[config.mk]
export PLATFORM = sky130hd
export DESIGN_NAME = tuner_ctrl_search_phy
export DESIGN_NICKNAME = d
export VERILOG_FILES = /design/src/rtl/tuner_ctrl_search_phy.sv
export SDC_FILE = /design/constraint.sdc
export NUM_CORES = 1
export LEC_CHECK = 0
export BUFFER_PORTS_ARGS = -buffer_cell sky130_fd_sc_hd__clkbuf_2
export CORE_UTILIZATION = 47
export DETAILED_ROUTE_END_ITERATION = 16
export GPL_TIMING_DRIVEN = 0
export HOLD_SLACK_MARGIN = 0.03
export PLACE_DENSITY = 0.76
export SYNTH_ARGS = -nofsm -noshare
export SYNTH_HDL_FRONTEND = slang
export SYNTH_SLANG_ARGS = --single-unit
[constraint.sdc]
create_clock -name i_clk -period 2.78 [get_ports i_clk]
set_input_delay 0.556 -clock i_clk [delete_from_list [all_inputs] [get_ports i_clk]]
set_output_delay 0.556 -clock i_clk [all_outputs]
set_load 0.005 [all_outputs]
[src/rtl/tuner_ctrl_search_phy.sv]
// Search controller: sweeps the ring-tune DAC code, issues it to the arbiter and tracks peak committed power.
// Optional TUNER_SEARCH_VALLEY_EN adds minimum-power (valley) tracking outputs.
module tuner_ctrl_search_phy #(
  parameter int unsigned DAC_WIDTH = 8,
  parameter int unsigned ADC_WIDTH = 8
) (
  input  logic                 i_clk,
  input  logic                 i_rst,
  input  logic                 i_search_start,
  input  logic [DAC_WIDTH-1:0] i_search_code_start,
  input  logic [DAC_WIDTH-1:0] i_search_code_end,
  input  logic [DAC_WIDTH-1:0] i_search_code_step,
  output logic                 o_ctrl_active,
  output logic                 o_ctrl_refresh,
  output logic                 o_ctrl_ring_tune_val,
  input  logic                 i_ctrl_ring_tune_rdy,
  output logic [DAC_WIDTH-1:0] o_ctrl_ring_tune,
  input  logic                 i_ctrl_commit_val,
  output logic                 o_ctrl_commit_rdy,
  input  logic [ADC_WIDTH-1:0] i_ctrl_pwr_commit,
  input  logic [DAC_WIDTH-1:0] i_ctrl_ring_tune_commit,
  output logic                 o_search_busy,
  output logic                 o_search_done,
  output logic [ADC_WIDTH-1:0] o_search_peak_pwr,
  output logic [DAC_WIDTH-1:0] o_search_peak_code,
`ifdef TUNER_SEARCH_VALLEY_EN
  output logic [ADC_WIDTH-1:0] o_search_valley_pwr,
  output logic [DAC_WIDTH-1:0] o_search_valley_code,
  output logic                 o_search_err
`else
  output logic                 o_search_err
`endif
);

  typedef enum logic [2:0] {
    S_IDLE    = 3'd0,
    S_REFRESH = 3'd1,
    S_TUNE    = 3'd2,
    S_COMMIT  = 3'd3,
    S_DONE    = 3'd4
  } state_t;

  state_t               r_state;
  state_t               w_state_nxt;
  logic [DAC_WIDTH-1:0] r_code;
  logic [DAC_WIDTH-1:0] r_end;
  logic [DAC_WIDTH-1:0] r_step;
  logic [ADC_WIDTH-1:0] r_peak_pwr;
  logic [DAC_WIDTH-1:0] r_peak_code;
  logic                 r_err;
  logic                 r_first;
  logic [DAC_WIDTH:0]   w_next;
  logic                 w_last;
  logic                 w_start_fire;
  logic                 w_commit_fire;

  // Carry out of the code adder means the sweep wrapped past the top code
  assign w_next        = {1'b0, r_code} + {1'b0, r_step};
  assign w_last        = w_next[DAC_WIDTH] || (w_next[DAC_WIDTH-1:0] > r_end);
  assign w_start_fire  = i_search_start && ((r_state == S_IDLE) || (r_state == S_DONE));
  assign w_commit_fire = (r_state == S_COMMIT) && i_ctrl_commit_val;

  assign o_ctrl_ring_tune   = r_code;
  assign o_search_peak_pwr  = r_peak_pwr;
  assign o_search_peak_code = r_peak_code;
  assign o_search_err       = r_err;

  // State register
  always_ff @(posedge i_clk) begin
    if (i_rst) r_state <= S_IDLE;
    else       r_state <= w_state_nxt;
  end

  // Next state and state-decoded handshake outputs
  always_comb begin
    w_state_nxt          = r_state;
    o_ctrl_active        = 1'b0;
    o_ctrl_refresh       = 1'b0;
    o_ctrl_ring_tune_val = 1'b0;
    o_ctrl_commit_rdy    = 1'b0;
    o_search_busy        = 1'b0;
    o_search_done        = 1'b0;
    case (r_state)
      S_IDLE: begin
        if (i_search_start) w_state_nxt = S_REFRESH;
      end
      S_REFRESH: begin
        o_ctrl_active  = 1'b1;
        o_search_busy  = 1'b1;
        o_ctrl_refresh = 1'b1;
        w_state_nxt    = S_TUNE;
      end
      S_TUNE: begin
        o_ctrl_active        = 1'b1;
        o_search_busy        = 1'b1;
        o_ctrl_ring_tune_val = 1'b1;
        if (i_ctrl_ring_tune_rdy) w_state_nxt = S_COMMIT;
      end
      S_COMMIT: begin
        o_ctrl_active     = 1'b1;
        o_search_busy     = 1'b1;
        o_ctrl_commit_rdy = 1'b1;
        if (i_ctrl_commit_val) w_state_nxt = w_last ? S_DONE : S_TUNE;
      end
      S_DONE: begin
        o_search_done = 1'b1;
        if (i_search_start) w_state_nxt = S_REFRESH;
      end
      default: w_state_nxt = S_IDLE;
    endcase
  end

  // Sweep range, current code and peak tracking
  always_ff @(posedge i_clk) begin
    if (i_rst) begin
      r_code      <= '0;
      r_end       <= '0;
      r_step      <= '0;
      r_peak_pwr  <= '0;
      r_peak_code <= '0;
      r_err       <= 1'b0;
      r_first     <= 1'b0;
    end else begin
      if (w_start_fire) begin
        r_code      <= i_search_code_start;
        r_end       <= i_search_code_end;
        r_step      <= (i_search_code_step == '0) ? DAC_WIDTH'(1) : i_search_code_step;
        r_peak_pwr  <= '0;
        r_peak_code <= '0;
        r_err       <= 1'b0;
        r_first     <= 1'b1;
      end
      if (w_commit_fire) begin
        r_first <= 1'b0;
        if (r_first || (i_ctrl_pwr_commit > r_peak_pwr)) begin
          r_peak_pwr  <= i_ctrl_pwr_commit;
          r_peak_code <= i_ctrl_ring_tune_commit;
        end
        if (i_ctrl_ring_tune_commit != r_code) r_err <= 1'b1;
        if (!w_last) r_code <= w_next[DAC_WIDTH-1:0];
      end
    end
  end

`ifdef TUNER_SEARCH_VALLEY_EN
  logic [ADC_WIDTH-1:0] r_valley_pwr;
  logic [DAC_WIDTH-1:0] r_valley_code;

  assign o_search_valley_pwr  = r_valley_pwr;
  assign o_search_valley_code = r_valley_code;

  // Minimum committed power, earliest code on a tie
  always_ff @(posedge i_clk) begin
    if (i_rst) begin
      r_valley_pwr  <= '0;
      r_valley_code <= '0;
    end else if (w_start_fire) begin
      r_valley_pwr  <= '0;
      r_valley_code <= '0;
    end else if (w_commit_fire && (r_first || (i_ctrl_pwr_commit < r_valley_pwr))) begin
      r_valley_pwr  <= i_ctrl_pwr_commit;
      r_valley_code <= i_ctrl_ring_tune_commit;
    end
  end
`endif

endmodule

# Yosys cells after proc, flatten, opt, wreduce, memory -nomap -nowiden
# Index checks and enable logic that the tools add are counted.
# W data, S select, Z words.
# word_totals
regBits,45
in_bits,45
wordCells,53
# classes
addsub,1
order_cmp,2
eq_ne,8
mux,23
reduce_logical,11
# op_table
cell,count
$mux W8,10
$gt A8 B8 Y1,2
$mux W3,4
$pmux W3 S4,1
$add A8 B8 Y9,1
$logic_not A8 Y1,1
$mux W1,8
$ne A8 B8 Y1,1
$eq A3 B2 Y1 const B,2
$ne A2 B2 Y1 const B,2
$reduce_or A2 Y1,2
$eq A3 B1 Y1 const B,1
$eq A3 B3 Y1 const B,1
$logic_not A3 Y1,1
$logic_or A1 B1 Y1,3
$reduce_and A3 Y1,1
$reduce_or A3 Y1,1
$logic_and A1 B1 Y1,2
$ne A2 B1 Y1 const B,1

# Logic depth before layout (Yosys ltp)
# depth
depth_word,6
ltp_mapped,14

# Worst setup path after synthesis
# No wires, ideal clock.
# synth_timing
kind,flip-flop to flip-flop
from,"reg r_code[1], in the netlist o_ctrl_ring_tune[1]"
to,"reg r_code[5], in the netlist o_ctrl_ring_tune[5]"
setup_ns,0.091
arrival_ns,2.672
path_slack_ns,0.017
path_stages_with_launch,15
path_buffers,1
path_cell_list,dfxtp_1 -> ha_1 -> a21o_1 -> a21oi_1 -> o21ai_0 -> a21oi_1 -> xnor2_1 -> ha_1 -> o21ai_0 -> o211ai_1 -> o21ai_0 -> o21ai_2 -> buf_6 -> nor2_1 -> a311oi_1
# synth_via
elab_chain_cells,5
# synth_rtl
element,line,rtl
"start, declared",45,logic [DAC_WIDTH-1:0] r_code;
"start signal, assigned",125,r_code <= i_search_code_start;
"start signal, assigned",140,if (!w_last) r_code <= w_next[DAC_WIDTH-1:0];
$add A8 B8 Y9 *,58,"assign w_next = {1'b0, r_code} + {1'b0, r_step};"
$gt A8 B8 Y1,59,assign w_last = w_next[DAC_WIDTH] || (w_next[DAC_WIDTH-1:0] > r_end);
$logic_or A1 B1 Y1,59,
$mux W8 *,140,
$mux W8 *,133,if (w_commit_fire) begin
# Mark *: on every way between the ends. The rest lies on a longest branch, timed or not.
# A chain may end at the register's enable or synchronous reset.

# Worst setup path in the final report
# Ends and elaborated chain as after synthesis.

==> flow_summary_export.csv <==
group,metric,value,unit
cells_and_area,nets,497,
cells_and_area,fin_util,0.672,
detailed_routing,drt_pre_antenna_iters,4,
synth,yosysUniqueCellTypes,44,
setup_path,crit_path_end_kind,"register",
setup_path,cp-start-kind,"register",
clock_tree,clockRootBuffer,"clkbuf_8",
synth,synth_area_leaders,"dfxtp_1 34%, ha_1 11%, nand2_1 10%, a21oi_1 9.3%, nand3_1 4.0%",
sta,tightest_slew,0.542,ns
sta,max_slew_margin,0.639,
clock_tree,hold_buffers,0,
setup_path,worstPathArrival,3.04,ns
cells_and_area,area_growth,33.5,%
power_and_ir_drop,p_per_area,499,mW/mm^2
synth,avgSynthCellArea,8.06,sq um
cells_and_area,multi_input_area,0.00170,sq mm
setup_path,reg2reg_depth,14,
setup_path,crit_fanout,5,
sta,max_freq,353,MHz
detailed_routing,drt_iter0_markers,97,
hold_path,min_path_cells,2,
run_status,status,"finished, violations left",
setup_path,cp-startpoint,"o_ctrl_ring_tune[1]$_SDFF_PP0_",
cells_and_area,diodes,0,
power_and_ir_drop,p_seq_frac,0.409,
die,die_w,76.9,um
synth,synth_fp_nets,397,
detailed_routing,dr_total_vias,2752,
sta,layout_setup_ws,-0.0537,ns
power_and_ir_drop,p_sw_frac,0.311,
detailed_routing,routed_wl,7520,um
power_and_ir_drop,p_sw,546,uW
placed_design,globalplace.congestion,0.912,
synth,synth.cell_area,0.00264,sq mm
sta,period_share,1.02,
detailed_routing,wire_per_inst,15.1,um
placed_design,pre_cts_ws,-0.327,ns
run,max-cap-violations,0,
clock_tree,cts_max_path_buffers,2,
setup_path,rrSetupSlack,-0.05,ns
cells_and_area,final-seq-area,918,sq um
sta,fin_crit,2.83,ns
die,start_util,0.503,
synth,synthCells,327,
global_route,grt_pass1_wl,11900,um
clock_tree,h-tree-depth,2,
synth,ys_warn_count,0,
die,ios,76,
clock_tree,numClockSinks,45,
detailed_routing,drc,0,
hold_path,min_to,"r_end[1]$_SDFFE_PP0P_",
sta,slew_violations,0,
sta,hold_viol_final,0,
clock_tree,cts_buffers,5,
sta,setup_tns,-0.211,ns
synth,yosys.area.top_type,"dfxtp_1",
synth,synthArstFlopShare,0,
setup_path,required,2.98,ns
power_and_ir_drop,finalPower,1.76,mW
sta,final-setup-viol-count,5,
power_and_ir_drop,cellLeakagePower,1.55,nW
clock_tree,insertion_delay,0.30,ns
detailed_routing,viasPerCell,5.53,
synth,ys_seq_elements,45,
hold_path,hp-start,"r_end[1]$_SDFFE_PP0P_",
global_route,grt_max_degree,14,
sta,rsz0062_at_grt,"true",
die,row_count,26,
global_route,gr-usage-all-layers,0.255,
power_and_ir_drop,ir_worst_vdd,295,uV
setup_path,critical_path_class,"reg2reg",
global_route,antenna_found_initial,0,
synth,ys_seq_area_frac,0.342,
synth,synth_flop_cell,"dfxtp_1",
power_and_ir_drop,pwr-share-clk,0.294,
clock_tree,cts_tree,"yes",
synth,synth_top_area_share,0.342,
placed_design,hpwl,5360,um
synth,synth_edf_count,0,
setup_path,rr_endpoint,"o_ctrl_ring_tune[5]$_SDFF_PP0_",
setup_path,r2r_start,"o_ctrl_ring_tune[1]$_SDFF_PP0_",
die,die_y,76.9,um
cells_and_area,layout-drive-gt1-share,0.350,
detailed_routing,ant_nets,0,
cells_and_area,nFillCells,438,
power_and_ir_drop,p_comb_frac,0.298,
global_route,grt_overflow,0,
global_route,grt_pass1_vias,2552,
die,coreArea,0.00524,sq mm
sta,skew,0.00915,ns
hold_path,holdCritPathClass,"reg2reg",
placed_design,port-buffer-count,74,
run_status,violations,"negative setup slack",
die,dieArea,0.00591,sq mm
power_and_ir_drop,p_int,1.21,mW
clock_tree,clk_pin_slew,0.08,ns
## per-layer routing
metal  up-vias  GRT usage  routed length [um]
met1      1260      0.302                3150
met4         0      0.131                 321
li1       1348          -                   -
met5         -          0                   0
met3        30     0.0464                 446
met2       114      0.438                3600
## synth_stat cells, types with 5 or more instances
master    number
nand2_1       70
a21oi_1       49
dfxtp_1       45
ha_1          24
nand3_1       21
inv_1         19
xor2_1        11
nor2_1        10
o21ai_0        9
clkbuf_1       6
a311oi_1       5
buf_6          5
nand4_1        5
## cells by family (layout without fill, tap and decap cells)
family,count (synthesis),in the layout,share of synthesized area
adders and majority gates,25,25,0.122
buffers and inverters,35,136,0.0665
and+or+nand+nor,128,128,0.226
xor gates and xnor gates,14,14,0.0465
DFF,45,45,0.342
AOI/OAI and AO/OA,80,80,0.197
## sequential cells by signal, summed over array words and instances (netlist names)
register / flops
o_ctrl_ring_tune: 8
o_search_err: 1
o_search_peak_code: 8
o_search_peak_pwr: 8
r_end: 8
r_first: 1
r_state: 3
r_step: 8
## cells in the final DEF, fill, tap and decap left out, types with 2 or more instances in the layout
cell type,synthesis,routed
a211oi_2,1,3
a21o_1,2,2
a21oi_1,49,44
a21oi_2,1,6
a311oi_1,5,4
and2_1,3,2
and3_1,2,2
buf_1,2,2
buf_2,2,2
buf_4,1,19
buf_6,5,6
clkbuf_1,6,7
clkbuf_2,0,74
clkbuf_8,0,6
dfxtp_1,45,39
dfxtp_2,0,2
dfxtp_4,0,4
ha_1,24,18
ha_4,0,5
inv_1,19,19
nand2_1,70,69
nand2b_1,2,2
nand3_1,21,20
nand4_1,5,5
nor2_1,10,8
nor2_2,0,2
nor2b_1,2,2
nor3_1,3,3
nor3b_1,2,2
nor4_1,3,3
o211ai_1,2,2
o21ai_0,9,4
o21ai_1,0,2
o21ai_2,1,3
xnor2_1,3,2
xor2_1,11,11
## per-stage QoR
stage,instances,instance area (sq um),hold slack (ns)
after detailed placement,471,3090,0.447
after global routing,498,3520,0.484
after global placement,471,3090,0.444
after floorplan,327,2640,0.436
after CTS,494,3390,0.459
final,498,3520,0.460
## worst max path at each step
stage                                     end  cells past startpoint
2_1_floorplan  o_ctrl_ring_tune[5]$_SDFF_PP0_                     14
3_3_place_gp   o_ctrl_ring_tune[6]$_SDFF_PP0_                     14
3_5_place_dp   o_ctrl_ring_tune[5]$_SDFF_PP0_                     13
4_1_cts        o_ctrl_ring_tune[4]$_SDFF_PP0_                     14
5_1_grt        o_ctrl_ring_tune[3]$_SDFF_PP0_                     14
6_report       o_ctrl_ring_tune[5]$_SDFF_PP0_                     14
## repair_timing
action | 4_1_cts | 5_1_grt
pin swaps | 13 | 13
endpoints found under the setup margin | 10 | 10
resized for setup | 21 | 24
gates cloned | 1 | 0
buffers inserted | 14 | 4
## power groups by stage
stage | combinational (mW) | clock (mW) | sequential [mW]
floorplan | 0.267 | 0 | 0.719
global placement | 0.387 | 0 | 0.726
detailed placement | 0.398 | 0 | 0.727
CTS | 0.466 | 0.527 | 0.715
global route | 0.571 | 0.542 | 0.721
finish | 0.523 | 0.516 | 0.718
## final cells by class
| type | count | share of cell area |
|---|---|---|
| Sequential cell | 45 | 0.261 |
| Timing Repair Buffer | 93 | 0.147 |
| Inverter | 19 | 0.0203 |
| Tap cell | 70 | 0.0249 |
| Multi-Input combinational cell | 247 | 0.484 |
| Buffer | 16 | 0.0295 |
| Clock inverter | 1 | 0.00853 |
| Clock buffer | 7 | 0.0245 |
## critical path: stages, from the launching register on
cell,delay [ns]
dfxtp_4,0.38
ha_4,0.24
a21o_1,0.17
a21oi_2,0.19
o21ai_1,0.10
a21oi_1,0.17
xnor2_1,0.13
ha_1,0.31
o21ai_1,0.09
o211ai_1,0.21
o21ai_2,0.14
o21ai_4,0.21
buf_6,0.16
nor2_2,0.03
a311oi_1,0.20
(Power assumes the default switching activity.)
